==> config.mk <==
export PLATFORM = sky130hd
export DESIGN_NAME = poly_seq_ctrl
export DESIGN_NICKNAME = d
export VERILOG_FILES = /design/src/rtl/poly_seq_pkg.sv /design/src/rtl/poly_seq_rom.sv /design/src/rtl/poly_seq_ctrl.sv
export SDC_FILE = /design/constraint.sdc
export NUM_CORES = 1
export LEC_CHECK = 0
export ABC_CLOCK_PERIOD_IN_PS = 1800
export BUFFER_PORTS_ARGS = -buffer_cell sky130_fd_sc_hd__buf_2
export CAP_MARGIN = 20
export CORE_MARGIN = 8
export CORE_UTILIZATION = 51
export DETAILED_ROUTE_END_ITERATION = 8
export GPL_ROUTABILITY_DRIVEN = 0
export GPL_TIMING_DRIVEN = 1
export PLACE_DENSITY = 0.78
export RECOVER_POWER = 50
export SYNTH_ARGS = -nofsm -noshare
export SYNTH_HDL_FRONTEND = slang
export SYNTH_HIERARCHICAL = 1
export SYNTH_SLANG_ARGS = --single-unit
==> constraint.sdc <==
create_clock -name clk -period 1.8 [get_ports clk]
set_clock_uncertainty 0.1 [all_clocks]
set_input_delay 0 -clock clk [delete_from_list [all_inputs] [get_ports clk]]
set_output_delay 0 -clock clk [all_outputs]
set_load 0.01 [all_outputs]
==> src/rtl/poly_seq_pkg.sv <==
// Shared encodings for the poly_seq sequencer: FSM states, ALU select/op codes,
// microcode destination codes, the microcode step word and the program (mode) numbers.
package poly_seq_pkg;

    typedef enum logic [1:0] {ST_IDLE, ST_LOAD, ST_EXEC, ST_DONE} state_t;

    localparam logic [1:0] SEL_A = 2'd0;
    localparam logic [1:0] SEL_B = 2'd1;
    localparam logic [1:0] SEL_C = 2'd2;
    localparam logic [1:0] SEL_X = 2'd3;

    localparam logic OP_ADD = 1'b0;
    localparam logic OP_MUL = 1'b1;

    // C is an operand-only register, so it has no destination code.
    typedef enum logic [1:0] {DST_A, DST_B, DST_X, DST_R} dest_t;

    typedef struct packed {
        dest_t      dest;
        logic [1:0] src_a;
        logic [1:0] src_b;
        logic       op;
        logic       last;
    } step_t;

    localparam int STEP_W = $bits(step_t);

    localparam int MODE_POLY2 = 0;  // A*X^2 + B*X + C
    localparam int MODE_LIN   = 1;  // A*X + B
    localparam int MODE_PROD  = 2;  // (A+B)*(C+X)
    localparam int NUM_MODES  = 3;

    function automatic step_t mk_step(input dest_t d, input logic [1:0] sa,
                                      input logic [1:0] sb, input logic op,
                                      input logic last);
        step_t s;
        s.dest  = d;
        s.src_a = sa;
        s.src_b = sb;
        s.op    = op;
        s.last  = last;
        return s;
    endfunction

endpackage

==> src/rtl/poly_seq_rom.sv <==
// Combinational microcode store: (mode, step) -> step word.
// Any entry outside a program terminates it by writing R.
module poly_seq_rom
    import poly_seq_pkg::*;
#(
    parameter int MODE_W  = 2,
    parameter int STEP_CW = 3
) (
    input  logic [MODE_W-1:0]  i_mode,
    input  logic [STEP_CW-1:0] i_step,
    output step_t              o_word
);

    always_comb begin
        o_word = mk_step(DST_R, SEL_A, SEL_A, OP_ADD, 1'b1);
        case (int'(i_mode))
            MODE_POLY2: begin
                case (int'(i_step))
                    0:       o_word = mk_step(DST_A, SEL_A, SEL_X, OP_MUL, 1'b0);
                    1:       o_word = mk_step(DST_A, SEL_A, SEL_X, OP_MUL, 1'b0);
                    2:       o_word = mk_step(DST_B, SEL_B, SEL_X, OP_MUL, 1'b0);
                    3:       o_word = mk_step(DST_A, SEL_A, SEL_B, OP_ADD, 1'b0);
                    4:       o_word = mk_step(DST_R, SEL_A, SEL_C, OP_ADD, 1'b1);
                    default: ;
                endcase
            end
            MODE_LIN: begin
                case (int'(i_step))
                    0:       o_word = mk_step(DST_A, SEL_A, SEL_X, OP_MUL, 1'b0);
                    1:       o_word = mk_step(DST_R, SEL_A, SEL_B, OP_ADD, 1'b1);
                    default: ;
                endcase
            end
            MODE_PROD: begin
                case (int'(i_step))
                    0:       o_word = mk_step(DST_A, SEL_A, SEL_B, OP_ADD, 1'b0);
                    1:       o_word = mk_step(DST_X, SEL_C, SEL_X, OP_ADD, 1'b0);
                    2:       o_word = mk_step(DST_R, SEL_A, SEL_X, OP_MUL, 1'b1);
                    default: ;
                endcase
            end
            default: ;
        endcase
    end

endmodule

==> src/rtl/poly_seq_ctrl.sv <==
// Microcoded sequencer for the A/B/C/X add/multiply datapath: operand load handshake,
// start/done command handshake. Optional cycle counter under POLY_SEQ_PERF_EN.
module poly_seq_ctrl
    import poly_seq_pkg::*;
#(
    parameter int MAX_STEPS = 8,
    parameter int MODE_W    = 2
) (
    input  logic              clk,
    input  logic              resetn,
    input  logic              start,
    input  logic [MODE_W-1:0] mode,
    input  logic              abort,
    input  logic              in_valid,
    output logic              in_ready,
    output logic              busy,
    output logic              done,
    output logic              err,
    output logic              ld_a,
    output logic              ld_b,
    output logic              ld_c,
    output logic              ld_x,
    output logic              ld_r,
    output logic              ld_alu_out,
    output logic [1:0]        alu_select_a,
    output logic [1:0]        alu_select_b,
    output logic              alu_op
`ifdef POLY_SEQ_PERF_EN
    ,
    output logic [7:0]        last_cycles
`endif
);

    localparam int STEP_CW = (MAX_STEPS > 1) ? $clog2(MAX_STEPS) : 1;

    state_t             r_state;
    state_t             w_state_nxt;
    logic [MODE_W-1:0]  r_mode;
    logic [1:0]         r_idx;
    logic [STEP_CW-1:0] r_step;
    logic               r_err;
    step_t              w_word;
    logic               w_start_ok;
    logic               w_illegal;
    logic               w_accept;
    logic               w_beat;

    poly_seq_rom #(
        .MODE_W  (MODE_W),
        .STEP_CW (STEP_CW)
    ) u_rom (
        .i_mode (r_mode),
        .i_step (r_step),
        .o_word (w_word)
    );

    // abort takes priority over a start arriving in the same IDLE cycle
    assign w_start_ok = (r_state == ST_IDLE) && start && !abort;
    assign w_illegal  = (int'(mode) >= NUM_MODES);
    assign w_accept   = w_start_ok && !w_illegal;
    assign w_beat     = (r_state == ST_LOAD) && in_valid && !abort;
    assign busy       = (r_state != ST_IDLE);
    assign err        = r_err;

    always_ff @(posedge clk) begin
        if (!resetn) begin
            r_state <= ST_IDLE;
            r_mode  <= '0;
            r_idx   <= '0;
            r_step  <= '0;
            r_err   <= 1'b0;
        end else begin
            r_state <= w_state_nxt;
            r_err   <= w_start_ok && w_illegal;
            if (w_accept) begin
                r_mode <= mode;
                r_idx  <= '0;
            end else if (w_beat) begin
                r_idx <= r_idx + 2'd1;
            end
            r_step <= (r_state == ST_EXEC) ? r_step + STEP_CW'(1) : '0;
        end
    end

    always_comb begin
        w_state_nxt  = r_state;
        in_ready     = 1'b0;
        done         = 1'b0;
        ld_a         = 1'b0;
        ld_b         = 1'b0;
        ld_c         = 1'b0;
        ld_x         = 1'b0;
        ld_r         = 1'b0;
        ld_alu_out   = 1'b0;
        alu_select_a = SEL_A;
        alu_select_b = SEL_A;
        alu_op       = OP_ADD;
        case (r_state)
            ST_IDLE: begin
                if (w_accept) w_state_nxt = ST_LOAD;
            end
            ST_LOAD: begin
                in_ready = 1'b1;
                if (in_valid) begin
                    case (r_idx)
                        2'd0: ld_a = 1'b1;
                        2'd1: ld_b = 1'b1;
                        2'd2: ld_c = 1'b1;
                        2'd3: ld_x = 1'b1;
                        default: ;
                    endcase
                    if (r_idx == 2'd3) w_state_nxt = ST_EXEC;
                end
            end
            ST_EXEC: begin
                alu_select_a = w_word.src_a;
                alu_select_b = w_word.src_b;
                alu_op       = w_word.op;
                case (w_word.dest)
                    DST_A: begin ld_a = 1'b1; ld_alu_out = 1'b1; end
                    DST_B: begin ld_b = 1'b1; ld_alu_out = 1'b1; end
                    DST_X: begin ld_x = 1'b1; ld_alu_out = 1'b1; end
                    DST_R: ld_r = 1'b1;
                    default: ;
                endcase
                if (w_word.last) w_state_nxt = ST_DONE;
            end
            ST_DONE: begin
                done        = 1'b1;
                w_state_nxt = ST_IDLE;
            end
            default: w_state_nxt = ST_IDLE;
        endcase
        if (abort && (r_state != ST_IDLE)) begin
            in_ready    = 1'b0;
            done        = 1'b0;
            ld_a        = 1'b0;
            ld_b        = 1'b0;
            ld_c        = 1'b0;
            ld_x        = 1'b0;
            ld_r        = 1'b0;
            ld_alu_out  = 1'b0;
            w_state_nxt = ST_IDLE;
        end
    end

`ifdef POLY_SEQ_PERF_EN
    logic [7:0] r_cyc;
    logic [7:0] r_last;

    // r_cyc already includes the accept cycle, so DONE adds one more
    always_ff @(posedge clk) begin
        if (!resetn) begin
            r_cyc  <= 8'd0;
            r_last <= 8'd0;
        end else begin
            if (w_accept) begin
                r_cyc <= 8'd1;
            end else if (busy && (r_cyc != 8'hFF)) begin
                r_cyc <= r_cyc + 8'd1;
            end
            if ((r_state == ST_DONE) && !abort) begin
                r_last <= (r_cyc == 8'hFF) ? 8'hFF : r_cyc + 8'd1;
            end
        end
    end

    assign last_cycles = r_last;
`endif

endmodule

Yosys cells after proc, flatten, opt, wreduce, memory -nomap -nowiden
Cells that the tools add are included.
- flip-flop bits (word level): 10
- input bits: 7
- output and inout bits: 15
- logic and storage cells: 90
- reduce and logical (&&, ||, !) cells: 21
- $add $sub $neg: 2
- equality and inequality tests: 19
- magnitude comparators: 1
- bitwise gates (word level): 1
- muxes and demuxes: 41
- operators with widths (operator ; number):
    8-bit case mux with 3 select lines ; 2
    8-bit case mux with 4 select lines ; 1
    1-bit 2-to-1 mux ; 27
    8-bit case mux with 2 select lines ; 1
    2-bit == test (second input constant) ; 7
    2-bit 2-to-1 mux ; 6
    2-bit by 1-bit == test with 1-bit output (second input constant) ; 4
    2-bit logical NOT ; 4
    2-bit case mux with 4 select lines ; 1
    1-bit logical AND ; 7
    3-bit by 2-bit == test with 1-bit output (second input constant) ; 2
    1-bit case mux with 2 select lines ; 3
    2-bit OR reduction ; 3
    2-bit by 1-bit inequality test with 1-bit output (second input constant) ; 2
    2-bit inequality test (second input constant) ; 2
    4-bit AND reduction ; 1
    3-bit by 1-bit adder with 3-bit output (second input constant) ; 1
    3-bit by 1-bit == test with 1-bit output (second input constant) ; 1
    3-bit == test (second input constant) ; 1
    3-bit logical NOT ; 1
    3-bit OR reduction ; 1
    2-bit by 1-bit adder with 2-bit output (second input constant) ; 1
    2-bit >= comparator (second input constant) ; 1
    1-bit logical NOT ; 2
    3 further kinds ; 3

Depth between registers and ports, before layout
- depth after elaboration: 9
- mapped depth: 6
- gate-level depth less buffers: 6

Hierarchy
Netlist, hierarchy kept.
- by module, submodules not included (module ; cells an instance ; seq. area each (sq um) ; area each (sq um) ; instances):
    poly_seq_ctrl ; 83 ; 200.2 ; 670.6 ; 1
    poly_seq_rom ; 23 ; 0.0 ; 160.2 ; 1

Least setup slack after synthesis
Ideal clock, no wire load.
- kind: flip-flop to flip-flop
- start: reg r_step[0]
- end: reg r_state[0]
- required time: 1.578 ns
- path buffers: 1
- path slack: 0.312 ns
- arrival: 1.266 ns
- stages on the path, launching flop included: 7
- cell sequence: dfxtp_1 -> buf_2 -> o21ai_0 -> a21oi_1 -> inv_1 -> a221o_1 -> mux2i_1
- RTL lines (item ; line ; text):
    from (decl) ; poly_seq_ctrl.sv:40 ; logic [STEP_CW-1:0] r_step;
    from (signal assigned) ; poly_seq_ctrl.sv:81 ; r_step <= (r_state == ST_EXEC) ? r_step + STEP_CW'(1) : '0;
    to (signal assigned) ; poly_seq_ctrl.sv:73 ; r_state <= w_state_nxt;
    to (decl) ; poly_seq_ctrl.sv:36 ; state_t r_state;

==> impl_summary.md <==
Layout
The post-route netlist has 27.9% of its cells at a drive strength greater than 1. The number of antenna diodes in the final layout is 0. The cell area after layout is 1010 µm². The final layout net count is 148.

Relative to the synthesized area, the layout overhead comes to 21.2%. The number of standard cells in the layout, taps in and fillers out is 145.

Synth
The proportion of synthesized chip area in sequential cells is 24.1%. For this run, the number of Yosys warnings is 6. The main flop type after synthesis is sky130_fd_sc_hd__dfxtp_1.

Averaged over all synthesized cells, the footprint is 7.84 µm². The synthesized design contains 0 enable-type register cells. Ranked by total cell area, the synthesized netlist is headed by sky130_fd_sc_hd__dfxtp_1, sky130_fd_sc_hd__ha_1, sky130_fd_sc_hd__and2_1. When the netlist entered floorplanning its net count stood at 123. The combined area of all synthesized cells is 831 µm². The number of distinct library cells after synthesis is 35. The share of the synthesized area in the top cell type is 24.1%. The share of async-settable or async-resettable flops after synthesis is 0%. After technology mapping, the gate count stands at 106. Synthesis inferred 10 register bits. The leading area contributor after synthesis is sky130_fd_sc_hd__dfxtp_1.

Place
The placed wire-length estimate after detailed placement is 1.49 mm. The number of cells after detailed placement is 139. The total cell area at the placement stage is 935 µm². The number of buffers inserted by port buffering is 21.

Floorplanning
The horizontal extent of the die is 56.4 µm. The die covers 3180 µm². 22 I/O pins were placed.

The vertical die dimension is 56.4 µm. The initial utilization of the core area, before any placement, comes to 54.5%. The core region area is 1520 µm². The row count is 14.

Routing
The detailed-route via count is 832. The number of violations reported at the end of detailed-routing iteration 0 is 27. Before antenna repair, the detailed router went through 4 iterations.

In the routed layout, each cell is associated on average with a via count of 5.74. In this run the remaining antenna-violating nets after routing total 0. The post-detailed-routing wire length is 2.03 mm. After detailed routing, the average wire length per cell comes to 14.0 µm. In the routed design, unresolved DRC markers number 0.

STA
For the finished layout, the period the worst path requires is 1.68 ns. The final max-slew violation count was 0. The maximum clock frequency is 597 MHz. The final setup TNS is 0 ns. The final count of negative-setup-slack endpoints is 0. The tightest hold margin is 0.00148 ns. The post-route clock period utilization is 93.1%. The normalized max-slew margin is 77.8%.

The count of endpoints failing hold in the final timing report is 0. The measured slew at the worst slew-check pin is 0.325 ns.

CTS
At the later pin of the worst-skew pair, clock insertion delay measures 0.26 ns. The post-CTS setup buffer count is 0. The maximum buffer depth of the clock tree is 2.

Clock tree synthesis inserted a total of 3 buffers. TritonCTS built the clock tree. The tree is rooted in a sky130_fd_sc_hd__clkbuf_4. CTS saw 10 sinks. The clock slew seen by the registers of the worst setup and hold paths is 0.06 ns. The H-tree depth is 1.

Worst setup path
In this design, the stage delay of the slowest critical-path cell is 0.38 ns. Along the worst path, the maximum fanout reaches 12. The kind of cell adding the most delay to the critical path is simple AND/OR/NAND/NOR gates. The data arrival time of the worst path is 1.58 ns. The startpoint type of the worst setup path is a flip-flop. At the worst endpoint, the required time is 1.70 ns. The worst setup path is of the flip-flop to output pin kind. The slowest stage cell on the critical path is sky130_fd_sc_hd__dfxtp_2. The buffer and inverter count on the worst path is 1. The signal on the critical path passes through nor3_1, a21oi_2, nor3b_1, a31oi_1, nor2_1, buf_2. STA classifies the critical path endpoint as an output pin.

Power and ir drop
The leakage component of the power is 0.454 nW. Per report_power, the clock group accounts for 16.6% of the total. The largest voltage drop on the vdd net is 0.563 mV. The internal power summed over all cells is 510 µW. Of the total power, the share spent switching nets is 41.5%. The power per cell area is 867 nW/µm². The sequential power share is 32.6%.

The switching power of the nets is 363 µW. The combinational cell fraction of total power is 50.8%.

Status
The flow ran to the end, and the final reports show no timing, DRC or antenna violations.

Global routing
The via count of the first global-routing pass is 801. In the global route stage, overall resource usage came out at 12.7%. The pin count of the biggest net entering global routing is 13.

The first global-routing pass estimated 3.37 mm of wire. The number of antenna violations at the first check in global routing was 0. The total grt overflow is 0.

Min path
The type of the most critical hold path is input port to flip-flop.

Run
The number of maximum-capacitance violations is 0.
-- stage by stage --
step                utilization, %  power (mW)  worst slack, ns
floorplan                        -       0.587            0.312
global placement              61.3       0.704            0.232
detailed placement            61.3       0.715            0.188
CTS                           65.3       0.865           0.0121
global route                  66.1       0.951         -0.00721
finish                        66.1       0.873            0.124
-- path summary, 6_finish.rpt --
| kind | from | end | slack, ns | cells after the start |
|---|---|---|---|---|
| min reg2reg | r_step[0]$_SDFF_PN0_ | r_step[0]$_SDFF_PN0_ | 0.40 | 1 |
| max reg2reg | r_state[0]$_SDFFE_PP0P_ | r_state[0]$_SDFFE_PP0P_ | 0.27 | 6 |
| min | abort | r_idx[1]$_SDFFE_PP0P_ | 0.001 | 4 |
| max | r_step[1]$_SDFF_PN0_ | ld_a | 0.12 | 6 |
-- cells in the final DEF (no fill, tap or decap), drive strengths merged, types with 2 or more instances in the layout --
master	count
a21oi	9
and2	9
buf	21
clkbuf	5
dfxtp	10
dlygate4sd3	3
ha	10
inv	6
mux2i	3
nand2	11
nand3	5
nand3b	2
nor2	10
nor2b	2
nor4b	2
o21ai	3
o221a	2
xnor2	2
-- per-layer routing --
layer / up-vias / track usage [%] / part of all wire [%]
met2: 25 / 20.9 / 50
met5: - / 0 / 0
li1: 421 / - / -
met1: 382 / 13.4 / 43
met4: 0 / 6.87 / 1.4
met3: 4 / 4.94 / 4.8
-- cell usage after synthesis, types with 2 or more instances --
library cell / instances
sky130_fd_sc_hd__a21oi_1: 9
sky130_fd_sc_hd__and2_1: 9
sky130_fd_sc_hd__clkbuf_1: 2
sky130_fd_sc_hd__dfxtp_1: 10
sky130_fd_sc_hd__ha_1: 10
sky130_fd_sc_hd__inv_1: 6
sky130_fd_sc_hd__mux2i_1: 3
sky130_fd_sc_hd__nand2_1: 11
sky130_fd_sc_hd__nand3_1: 5
sky130_fd_sc_hd__nand3b_1: 2
sky130_fd_sc_hd__nor2_1: 10
sky130_fd_sc_hd__nor4b_1: 2
sky130_fd_sc_hd__o21ai_0: 3
sky130_fd_sc_hd__o221a_2: 2
sky130_fd_sc_hd__xnor2_1: 2
-- power by group through the flow --
stage                     Clock, mW  Sequential (mW)  Combinational [mW]
after global routing          0.160            0.293               0.497
after global placement            0            0.288               0.416
after CTS                     0.146            0.284               0.435
after floorplan                   0            0.276               0.311
after detailed placement          0            0.289               0.426
final                         0.145            0.284               0.444
-- final cells by class --
| class | instances | area, µm² |
|---|---|---|
| clock buffers | 3 | 22.5 |
| multi-input cells | 84 | 588 |
| repair buffers | 26 | 148 |
| well taps | 16 | 20.0 |
| flip-flops and latches | 10 | 206 |
| inverters | 6 | 22.5 |
| fillers | 142 | 517 |
-- cells by family after synthesis --
group / synth area share, %
fa+ha+maj: 15.1
compound gates: 17.2
xor+xnor: 2.11
mux: 3.61
buf+inv: 7.08
simple gates: 30.9
flops: 24.1
-- flip-flops by register name, summed over array words and instances (netlist names) --
| register | flops |
|---|---|
| err | 1 |
| r_state | 2 |
| r_step | 3 |
| r_mode | 2 |
| r_idx | 2 |
-- worst reg2reg max path, delay by kind of cell (launching register included) --
family                   cells  cell delay [ns]
multiplexers                 1             0.13
adder cells (fa/ha/maj)      1             0.22
flip-flops                   1             0.38
AO/OA/AOI/OAI                2             0.37
buffers and inverters        2             0.21
-- repair_timing --
item,4_1_cts,5_1_grt
hold buffers,3,0
pin swaps,0,0
resized for setup,2,7
hold endpoints to repair,6,0
cloned,0,0
endpoints found under the setup margin,2,8
Note: power is estimated with default switching activity, not from simulation.
